File: src/rtl/cluster_frame_packer_if.sv
// Serial cluster stream from the cluster finder: BX strobe plus two ordered cluster lanes.
// The master drives the stream and cluster_frame_packer receives it on the slave side.
interface cluster_frame_packer_if;
    logic        bx_strobe;
    logic [1:0]  clust_vld;
    logic [13:0] clust_lane0;
    logic [13:0] clust_lane1;

    modport master (output bx_strobe, output clust_vld, output clust_lane0, output clust_lane1);
    modport slave  (input  bx_strobe, input  clust_vld, input  clust_lane0, input  clust_lane1);
endinterface

File: src/rtl/cluster_frame_packer.sv
// Packs up to eight GEM clusters per bunch crossing into a registered frame for the trigger link.
// Clusters beyond slot 7 are dropped; each BX with a drop is flagged, and drops are counted with saturation.
module cluster_frame_packer #(
    parameter logic [13:0] EMPTY_CLUSTER = 14'h3FFF,
    parameter int          DROP_CNT_W    = 16
) (
    input  logic                  usrclk,
    input  logic                  reset,
    cluster_frame_packer_if.slave cin,
    output logic [13:0]           cluster0,
    output logic [13:0]           cluster1,
    output logic [13:0]           cluster2,
    output logic [13:0]           cluster3,
    output logic [13:0]           cluster4,
    output logic [13:0]           cluster5,
    output logic [13:0]           cluster6,
    output logic [13:0]           cluster7,
    output logic                  overflow,
    output logic [3:0]            frame_cnt,
    output logic                  frame_vld,
    output logic [DROP_CNT_W-1:0] drop_cnt
);

    localparam int NSLOTS = 8;

    logic [13:0]           acc_r      [NSLOTS];
    logic [13:0]           acc_next_s [NSLOTS];
    logic [13:0]           frame_r    [NSLOTS];
    logic [3:0]            wptr_r;
    logic                  ovf_acc_r;
    logic [3:0]            frame_cnt_r;
    logic                  overflow_r;
    logic                  frame_vld_r;
    logic [DROP_CNT_W-1:0] drop_cnt_r;

    logic [3:0]            base_s;
    logic [3:0]            tgt0_s;
    logic [3:0]            tgt1_s;
    logic                  wr0_s;
    logic                  wr1_s;
    logic [1:0]            drop_s;
    logic [3:0]            wptr_next_s;
    logic [DROP_CNT_W:0]   drop_sum_s;
    logic [DROP_CNT_W-1:0] drop_next_s;

    // Slot targeting for both lanes; a strobe cycle starts the new BX at slot 0 on a cleared accumulator.
    always_comb begin
        base_s = 4'd0;
        if (cin.bx_strobe) begin
            base_s = 4'd0;
        end else begin
            base_s = wptr_r;
        end
        tgt0_s      = base_s;
        tgt1_s      = base_s + {3'b000, cin.clust_vld[0]};
        wr0_s       = cin.clust_vld[0] && (tgt0_s < 4'd8);
        wr1_s       = cin.clust_vld[1] && (tgt1_s < 4'd8);
        drop_s      = {1'b0, cin.clust_vld[0] & ~wr0_s} + {1'b0, cin.clust_vld[1] & ~wr1_s};
        wptr_next_s = base_s + {3'b000, wr0_s} + {3'b000, wr1_s};
        for (int i = 0; i < NSLOTS; i++) begin
            if (wr0_s && (tgt0_s == 4'(i))) begin
                acc_next_s[i] = cin.clust_lane0;
            end else if (wr1_s && (tgt1_s == 4'(i))) begin
                acc_next_s[i] = cin.clust_lane1;
            end else if (cin.bx_strobe) begin
                acc_next_s[i] = EMPTY_CLUSTER;
            end else begin
                acc_next_s[i] = acc_r[i];
            end
        end
    end

    // Saturating add of this cycle's dropped clusters (0..2).
    always_comb begin
        drop_sum_s = {1'b0, drop_cnt_r} + {{(DROP_CNT_W-1){1'b0}}, drop_s};
        if (drop_sum_s[DROP_CNT_W]) begin
            drop_next_s = {DROP_CNT_W{1'b1}};
        end else begin
            drop_next_s = drop_sum_s[DROP_CNT_W-1:0];
        end
    end

    // Accumulator, frame output registers and drop counter.
    always_ff @(posedge usrclk) begin
        if (reset) begin
            for (int i = 0; i < NSLOTS; i++) begin
                acc_r[i]   <= EMPTY_CLUSTER;
                frame_r[i] <= EMPTY_CLUSTER;
            end
            wptr_r      <= 4'd0;
            ovf_acc_r   <= 1'b0;
            frame_cnt_r <= 4'd0;
            overflow_r  <= 1'b0;
            frame_vld_r <= 1'b0;
            drop_cnt_r  <= {DROP_CNT_W{1'b0}};
        end else begin
            acc_r       <= acc_next_s;
            wptr_r      <= wptr_next_s;
            frame_vld_r <= cin.bx_strobe;
            drop_cnt_r  <= drop_next_s;
            if (cin.bx_strobe) begin
                frame_r     <= acc_r;
                frame_cnt_r <= wptr_r;
                overflow_r  <= ovf_acc_r;
                ovf_acc_r   <= 1'b0;
            end else begin
                frame_r     <= frame_r;
                frame_cnt_r <= frame_cnt_r;
                overflow_r  <= overflow_r;
                ovf_acc_r   <= ovf_acc_r | (drop_s != 2'd0);
            end
        end
    end

    assign cluster0  = frame_r[0];
    assign cluster1  = frame_r[1];
    assign cluster2  = frame_r[2];
    assign cluster3  = frame_r[3];
    assign cluster4  = frame_r[4];
    assign cluster5  = frame_r[5];
    assign cluster6  = frame_r[6];
    assign cluster7  = frame_r[7];
    assign overflow  = overflow_r;
    assign frame_cnt = frame_cnt_r;
    assign frame_vld = frame_vld_r;
    assign drop_cnt  = drop_cnt_r;

endmodule

File: src/flat_wrapper.sv
// flat-port wrapper written by rule: the top's interface ports become plain ports
module cluster_frame_packer_flat 
#(
    parameter logic [13:0] EMPTY_CLUSTER = 14'h3FFF,
    parameter int          DROP_CNT_W    = 16
)
  (usrclk, reset, cluster0, cluster1, cluster2, cluster3, cluster4, cluster5, cluster6, cluster7, overflow, frame_cnt, frame_vld, drop_cnt, cin_bx_strobe, cin_clust_vld, cin_clust_lane0, cin_clust_lane1);
  cluster_frame_packer_if cin_i ();
  input  logic usrclk;
  input  logic reset;
  output logic [13:0] cluster0;
  output logic [13:0] cluster1;
  output logic [13:0] cluster2;
  output logic [13:0] cluster3;
  output logic [13:0] cluster4;
  output logic [13:0] cluster5;
  output logic [13:0] cluster6;
  output logic [13:0] cluster7;
  output logic overflow;
  output logic [3:0] frame_cnt;
  output logic frame_vld;
  output logic [DROP_CNT_W-1:0] drop_cnt;
  input wire logic [$bits(cin_i.bx_strobe)-1:0] cin_bx_strobe;
  input wire logic [$bits(cin_i.clust_vld)-1:0] cin_clust_vld;
  input wire logic [$bits(cin_i.clust_lane0)-1:0] cin_clust_lane0;
  input wire logic [$bits(cin_i.clust_lane1)-1:0] cin_clust_lane1;
  assign cin_i.bx_strobe = cin_bx_strobe;
  assign cin_i.clust_vld = cin_clust_vld;
  assign cin_i.clust_lane0 = cin_clust_lane0;
  assign cin_i.clust_lane1 = cin_clust_lane1;
  cluster_frame_packer #(.EMPTY_CLUSTER(EMPTY_CLUSTER), .DROP_CNT_W(DROP_CNT_W)) u_core (.usrclk(usrclk), .reset(reset), .cin(cin_i), .cluster0(cluster0), .cluster1(cluster1), .cluster2(cluster2), .cluster3(cluster3), .cluster4(cluster4), .cluster5(cluster5), .cluster6(cluster6), .cluster7(cluster7), .overflow(overflow), .frame_cnt(frame_cnt), .frame_vld(frame_vld), .drop_cnt(drop_cnt));
endmodule
File: config.mk
export PLATFORM = sky130hd
export DESIGN_NAME = cluster_frame_packer_flat
export DESIGN_NICKNAME = d
export VERILOG_FILES = /design/src/rtl/cluster_frame_packer_if.sv /design/src/rtl/cluster_frame_packer.sv /design/src/flat_wrapper.sv
export SDC_FILE = /design/constraint.sdc
export NUM_CORES = 1
export LEC_CHECK = 0
export ABC_CLOCK_PERIOD_IN_PS = 5300
export BUFFER_PORTS_ARGS = -buffer_cell sky130_fd_sc_hd__clkbuf_2
export CAP_MARGIN = 5
export CORE_ASPECT_RATIO = 0.8
export CORE_MARGIN = 2
export CORE_UTILIZATION = 45
export CTS_CLUSTER_SIZE = 28
export DETAILED_ROUTE_END_ITERATION = 8
export PLACE_DENSITY = 0.66
export SYNTH_ARGS = -nofsm -noshare
export SYNTH_HDL_FRONTEND = slang
export SYNTH_SLANG_ARGS = --single-unit
File: constraint.sdc
create_clock -name usrclk -period 5.3 [get_ports usrclk]
set_input_delay 0.53 -clock usrclk [delete_from_list [all_inputs] [get_ports usrclk]]
set_output_delay 0.53 -clock usrclk [all_outputs]
set_load 0.05 [all_outputs]
---- Word level (Yosys, flattened, before mapping) ----
Index checks and enable logic that the tools add are counted.
word-level totals
  register bits ........................... 251
  latch bits .............................. 0
  memory bits (writable) .................. 0
  memory bits (read-only) ................. 0
  output and inout port bits .............. 134
  logic and storage cells ................. 97
  memories ................................ 0
cells by class
  $add $sub $neg .......................... 5
  multipliers ............................. 0
  divide/modulo/power cells ............... 0
  order comparisons ....................... 2
  eq/ne operators ......................... 14
  shift operators ......................... 0
  muxes and demuxes ....................... 19
  bitwise operators ....................... 5
  reductions and logical operators ........ 30
operators by type and width
  operator            number
  $mux 14             17
  $eq 4x3->1 const B  8
  $reduce_bool 3->1   8
  $logic_and 1x1->1   18
  $add 16x2->17       1
  $eq 4x2->1 const B  4
  $mux 16             1
  $add 4x1->4         3
  $eq 4x1->1 const B  2
  $logic_not 4->1     2
  $lt 4x4->1 const B  2
  $mux 4              1
  $add 1x1->2         1
  $and 1x1->1         2
  $not 1->1           2
  $reduce_bool 2->1   1
  $reduce_or 2->1     1
  $or 1x1->1          1

---- Logic depth before layout (Yosys ltp) ----
  depth after elaboration ................. 9
  depth in mapped cells ................... 17
  gate-level depth less buffers ........... 13

---- Worst setup path after synthesis ----
Ideal clock, no wire load.
  kind .................................... input -> register
  start ................................... input port cin_bx_strobe
  end ..................................... register u_core.drop_cnt_r[10] (netlist: u_core.drop_cnt[10])
  arrival ................................. 3.874 ns
  data required time ...................... 5.229 ns
  path slack .............................. 1.355 ns
  stages on the path ...................... 17
  path buffers ............................ 5
  cell sequence ........................... buf_6 -> clkbuf_1 -> buf_1 -> nor2b_1 -> ha_1 -> nand3_1 -> mux2i_4 -> and2_1 -> ha_1 -> ha_1 -> inv_1 -> fa_1 -> clkbuf_1 -> nor2_1 -> nand4_1 -> clkbuf_1 -> a21oi_1
between the ends
  longest elaborated chain between the ends .. 9
RTL lines
  what                  RTL line                     source
  from (decl)           flat_wrapper.sv:23           input wire logic [$bits(cin_i.bx_strobe)-1:0] cin_bx_strobe;
  $mux 4 *              cluster_frame_packer.sv:49   if (cin.bx_strobe) begin
  $add 4x1->4           cluster_frame_packer.sv:55   tgt1_s = base_s + {3'b000, cin.clust_vld[0]};
  $lt 4x4->1            cluster_frame_packer.sv:57   wr1_s = cin.clust_vld[1] && (tgt1_s < 4'd8);
  $logic_and 1x1->1     cluster_frame_packer.sv:57
  $not 1->1             cluster_frame_packer.sv:58   drop_s = {1'b0, cin.clust_vld[0] & ~wr0_s} + {1'b0, cin.clust_vld[1] & ~wr1_s};
  $and 1x1->1           cluster_frame_packer.sv:58
  $add 1x1->2 *         cluster_frame_packer.sv:58
  $add 16x2->17 *       cluster_frame_packer.sv:75   drop_sum_s = {1'b0, drop_cnt_r} + {{(DROP_CNT_W-1){1'b0}}, drop_s};
  $mux 16 *             cluster_frame_packer.sv:76   if (drop_sum_s[DROP_CNT_W]) begin
  to (signal assigned)  cluster_frame_packer.sv:95   drop_cnt_r <= {DROP_CNT_W{1'b0}};
  to (signal assigned)  cluster_frame_packer.sv:100  drop_cnt_r <= drop_next_s;
  to (decl)             cluster_frame_packer.sv:34   logic [DROP_CNT_W-1:0] drop_cnt_r;
Mark *: on every way between the ends. The rest lies on a longest branch, timed or not.
A chain may end at the register's enable or synchronous reset.

---- Worst setup path after layout ----
  start ................................... register u_core.wptr_r[0]
  end ..................................... register u_core.drop_cnt_r[1] (netlist: u_core.drop_cnt[1])
between the ends
  longest elaborated chain between the ends .. 9
RTL lines
  what                    RTL line                    source
  from (decl)             cluster_frame_packer.sv:29  logic [3:0] wptr_r;
  from (signal assigned)  cluster_frame_packer.sv:98  wptr_r <= wptr_next_s;
  $mux 4 *                cluster_frame_packer.sv:49
  $add 4x1->4             cluster_frame_packer.sv:55
  $lt 4x4->1              cluster_frame_packer.sv:57
  $logic_and 1x1->1       cluster_frame_packer.sv:57
  $not 1->1               cluster_frame_packer.sv:58
  $and 1x1->1             cluster_frame_packer.sv:58
  $add 1x1->2 *           cluster_frame_packer.sv:58
  $add 16x2->17 *         cluster_frame_packer.sv:75
  $mux 16 *               cluster_frame_packer.sv:76
Marked as above.

==> flow_metrics.env <==
export IMPL_vias=8599
export IMPL_nFillCells=2153
export IMPL_viasPerCell=5.752
export IMPL_synth_compound_area_share_pct=28.26
export IMPL_fin_nets=1212
export IMPL_ys_flop_type="dfxtp_1"
export IMPL_ys_types=55
export IMPL_cts_setup_buffers=0
export IMPL_syn_to_final_growth_pct=14.41
export IMPL_final_cells=1495
export IMPL_post_route_min_period_ns=3.709
export IMPL_rsz0062_at_grt="false"
export IMPL_wl_um=29620
export IMPL_cp_start_kind="flip-flop"
export IMPL_grt_pass1_vias=7718
export IMPL_fmax_ghz=0.2696
export IMPL_fp_dieH_um=140.6
export IMPL_start_util_pct=46.28
export IMPL_synth_simple_area_share_pct=14.14
export IMPL_die_area_mm2=0.02457
export IMPL_synth_xor_area_share_pct=0.9178
export IMPL_syn_inst=1103
export IMPL_finalClockSkew_ns=0.01920
export IMPL_slew_headroom_pct=26.01
export IMPL_hpwl_um=18190
export IMPL_crit_path_end_kind="flip-flop"
export IMPL_critPathMaxFanout=11
export IMPL_power_density_mw_per_mm2=374.9
export IMPL_die_w_um=174.8
export IMPL_setup_tns_final_ns=0
export IMPL_slew_viol_final=0
export IMPL_cts_made_buffers=25
export IMPL_drc_errors=0
export IMPL_async_flop_share_pct=0
export IMPL_cts_resized=0
export IMPL_finalSetupViolCount=0
export IMPL_clock_sinks=251
export IMPL_synth_area_mux_share_pct=1.609
export IMPL_grt_max_degree=187
export IMPL_synth_seq_cells=251
export IMPL_worstHoldPathType="flip-flop to flip-flop"
export IMPL_numPortBuffers=166
export IMPL_drtAntennaViolNets=0
export IMPL_synth_edff_count=0
export IMPL_htree_levels=1
export IMPL_layout_drive_gt1_share_pct=19.53
export IMPL_wire_per_inst_um=19.81
export IMPL_synth_fp_nets=1145
export IMPL_grt_util_all_layers_pct=23.13
export IMPL_netlist_area_mm2=0.01050
export IMPL_ctsHoldBuffers=0
export IMPL_drtIter0Drc=940
export IMPL_cts_clk_slew_worst_paths_ns=0.07
export IMPL_synthAdderAreaFrac_pct=1.216
export IMPL_status="completed"
export IMPL_tightestPinTransition_ns=1.110
export IMPL_required_ns=5.74
export IMPL_cts_root_buf="clkbuf_16"
export IMPL_p_leak_nw=4.654
export IMPL_synth_top_cell_area_share_pct=47.87
export IMPL_yosysMostFrequentCell="dfxtp_1"
export IMPL_cts_tree="built"
export IMPL_period_share_pct=69.97
export IMPL_finalHoldViolations=0
export IMPL_synth_top_cells_by_count="dfxtp_1, a211o_1, nor2b_1"
export IMPL_path_class="flip-flop to flip-flop"
export IMPL_max_vdd_ir_drop_uv=216.5
export IMPL_core_mm2=0.02268
export IMPL_cts_buffer_depth=3
export IMPL_synth_top_cell_by_area="dfxtp_1"
export IMPL_cap_viol_max_count=0
export IMPL_dr_pass1_iters=5
export IMPL_grt_first_pass_wirelength_um=45000
export IMPL_clkLatencyLatePin_ns=0.53
export IMPL_synth_area_leaders="dfxtp_1, a211o_1, nor2b_1, o22ai_1, a21oi_1"
export IMPL_synth_top_family_by_area="compound AO/OA/AOI/OAI gates"
export IMPL_syn_avg_cell_area_um2=9.517
export IMPL_synth_warnings=0
export IMPL_dp_cells=1449
export IMPL_antenna_found_initial=1
export IMPL_gr_total_overflow=0
export IMPL_arrival_ns=4.15
export IMPL_gp_congestion=0.9198
export IMPL_seq_area_frac_synth_pct=47.87
export IMPL_fp_row_count=49
export IMPL_io_pins=167
-- logic make-up (layout without fill, tap and decap cells) --
group,Yosys count,after routing
xor gates and xnor gates,11,11
buffers and inverters,140,225
muxes,15,15
other,0,1
adders and majority gates,9,9
and+or+nand+nor,249,249
DFF,251,251
AOI/OAI and AO/OA,428,428
-- final timing paths --
path,slack [ns],to,from,cells after the start
max,1.59,u_core.drop_cnt[1],u_core.wptr_r[0],12
min,0.46,u_core.cluster6[0],u_core.acc_r[14],1
max reg2reg,1.59,u_core.drop_cnt[1],u_core.wptr_r[0],12
min reg2reg,0.46,u_core.cluster6[0],u_core.acc_r[14],1
-- cell usage in the layout, fill, tap and decap left out, drive strengths merged, types with 3 or more instances in the layout --
cell and count:
dfxtp 251, clkbuf 199, a211o 112, nor2b 105
a21oi 99, o21ai 87, o22ai 84, nand2 39
nand3b 28, o221ai 28, and2 18, nor2 13
mux2i 13, inv 11, nand4 10, nand3 7
nor3 7, xnor2 7, ha 7, clkinv 7
nand2b 6, o311a 6, buf 6, nor3b 4
xor2 4, or2 3
-- stage by stage --
| stage | util, % | power [W] | cell area (um2) | worst slack (ns) | hold WS [ns] |
|---|---|---|---|---|---|
| after floorplan | - | 0.002606 | 10500 | 1.355 | 0.4325 |
| after global placement | 49.32 | 0.002754 | 11190 | 1.456 | 0.4463 |
| after CTS | 52.93 | 0.004526 | 12010 | 1.614 | 0.4360 |
| after detailed placement | 49.32 | 0.002760 | 11190 | 1.349 | 0.4512 |
| final | 52.95 | 0.004502 | 12010 | 1.591 | 0.4553 |
| after global routing | 52.93 | 0.004663 | 12010 | 1.222 | 0.4592 |
-- routing by layer --
| layer | vias to the layer above | global-route usage (%) | routed length (um) |
|---|---|---|---|
| met5 | - | 0 | 0 |
| met4 | 0 | 5.132 | 588 |
| met3 | 41 | 6.068 | 2810 |
| met2 | 346 | 32.06 | 11920 |
| met1 | 4026 | 35.49 | 14290 |
| li1 | 4186 | - | - |
-- worst max-delay path: stages (launching register included) --
cell	delay, ns
dfxtp_1	0.45
nor2b_1	0.28
ha_1	0.23
nand3_1	0.17
mux2i_4	0.30
and2_1	0.22
ha_1	0.28
ha_1	0.17
inv_1	0.07
fa_1	0.51
nor2_1	0.23
nand4_1	0.44
a21oi_1	0.27
-- area by class of cell --
cell class	count	area, um2	share of cell area (%)
Antenna cell	1	2.502	0.02084
Clock buffer	35	713.2	5.938
Clock inverter	10	107.6	0.8959
Inverter	10	37.54	0.3125
Multi-Input combinational cell	712	4843	40.33
Sequential cell	251	5025	41.84
Tap cell	306	382.9	3.188
Timing Repair Buffer	170	898.4	7.480
-- flip-flops by register name (all words and copies together) (netlist names), 4 cells and up --
signal / cells
u_core.acc_r: 112
u_core.cluster0: 14
u_core.cluster1: 14
u_core.cluster2: 14
u_core.cluster3: 14
u_core.cluster4: 14
u_core.cluster5: 14
u_core.cluster6: 14
u_core.cluster7: 14
u_core.drop_cnt: 16
u_core.frame_cnt: 4
u_core.wptr_r: 4
-- where the power goes --
part           internal [W]  switching, W
sequential          0.00200     0.0000669
combinational      0.000194      0.000465
clock               0.00104      0.000740
Note: power is estimated with default switching activity, not from simulation.
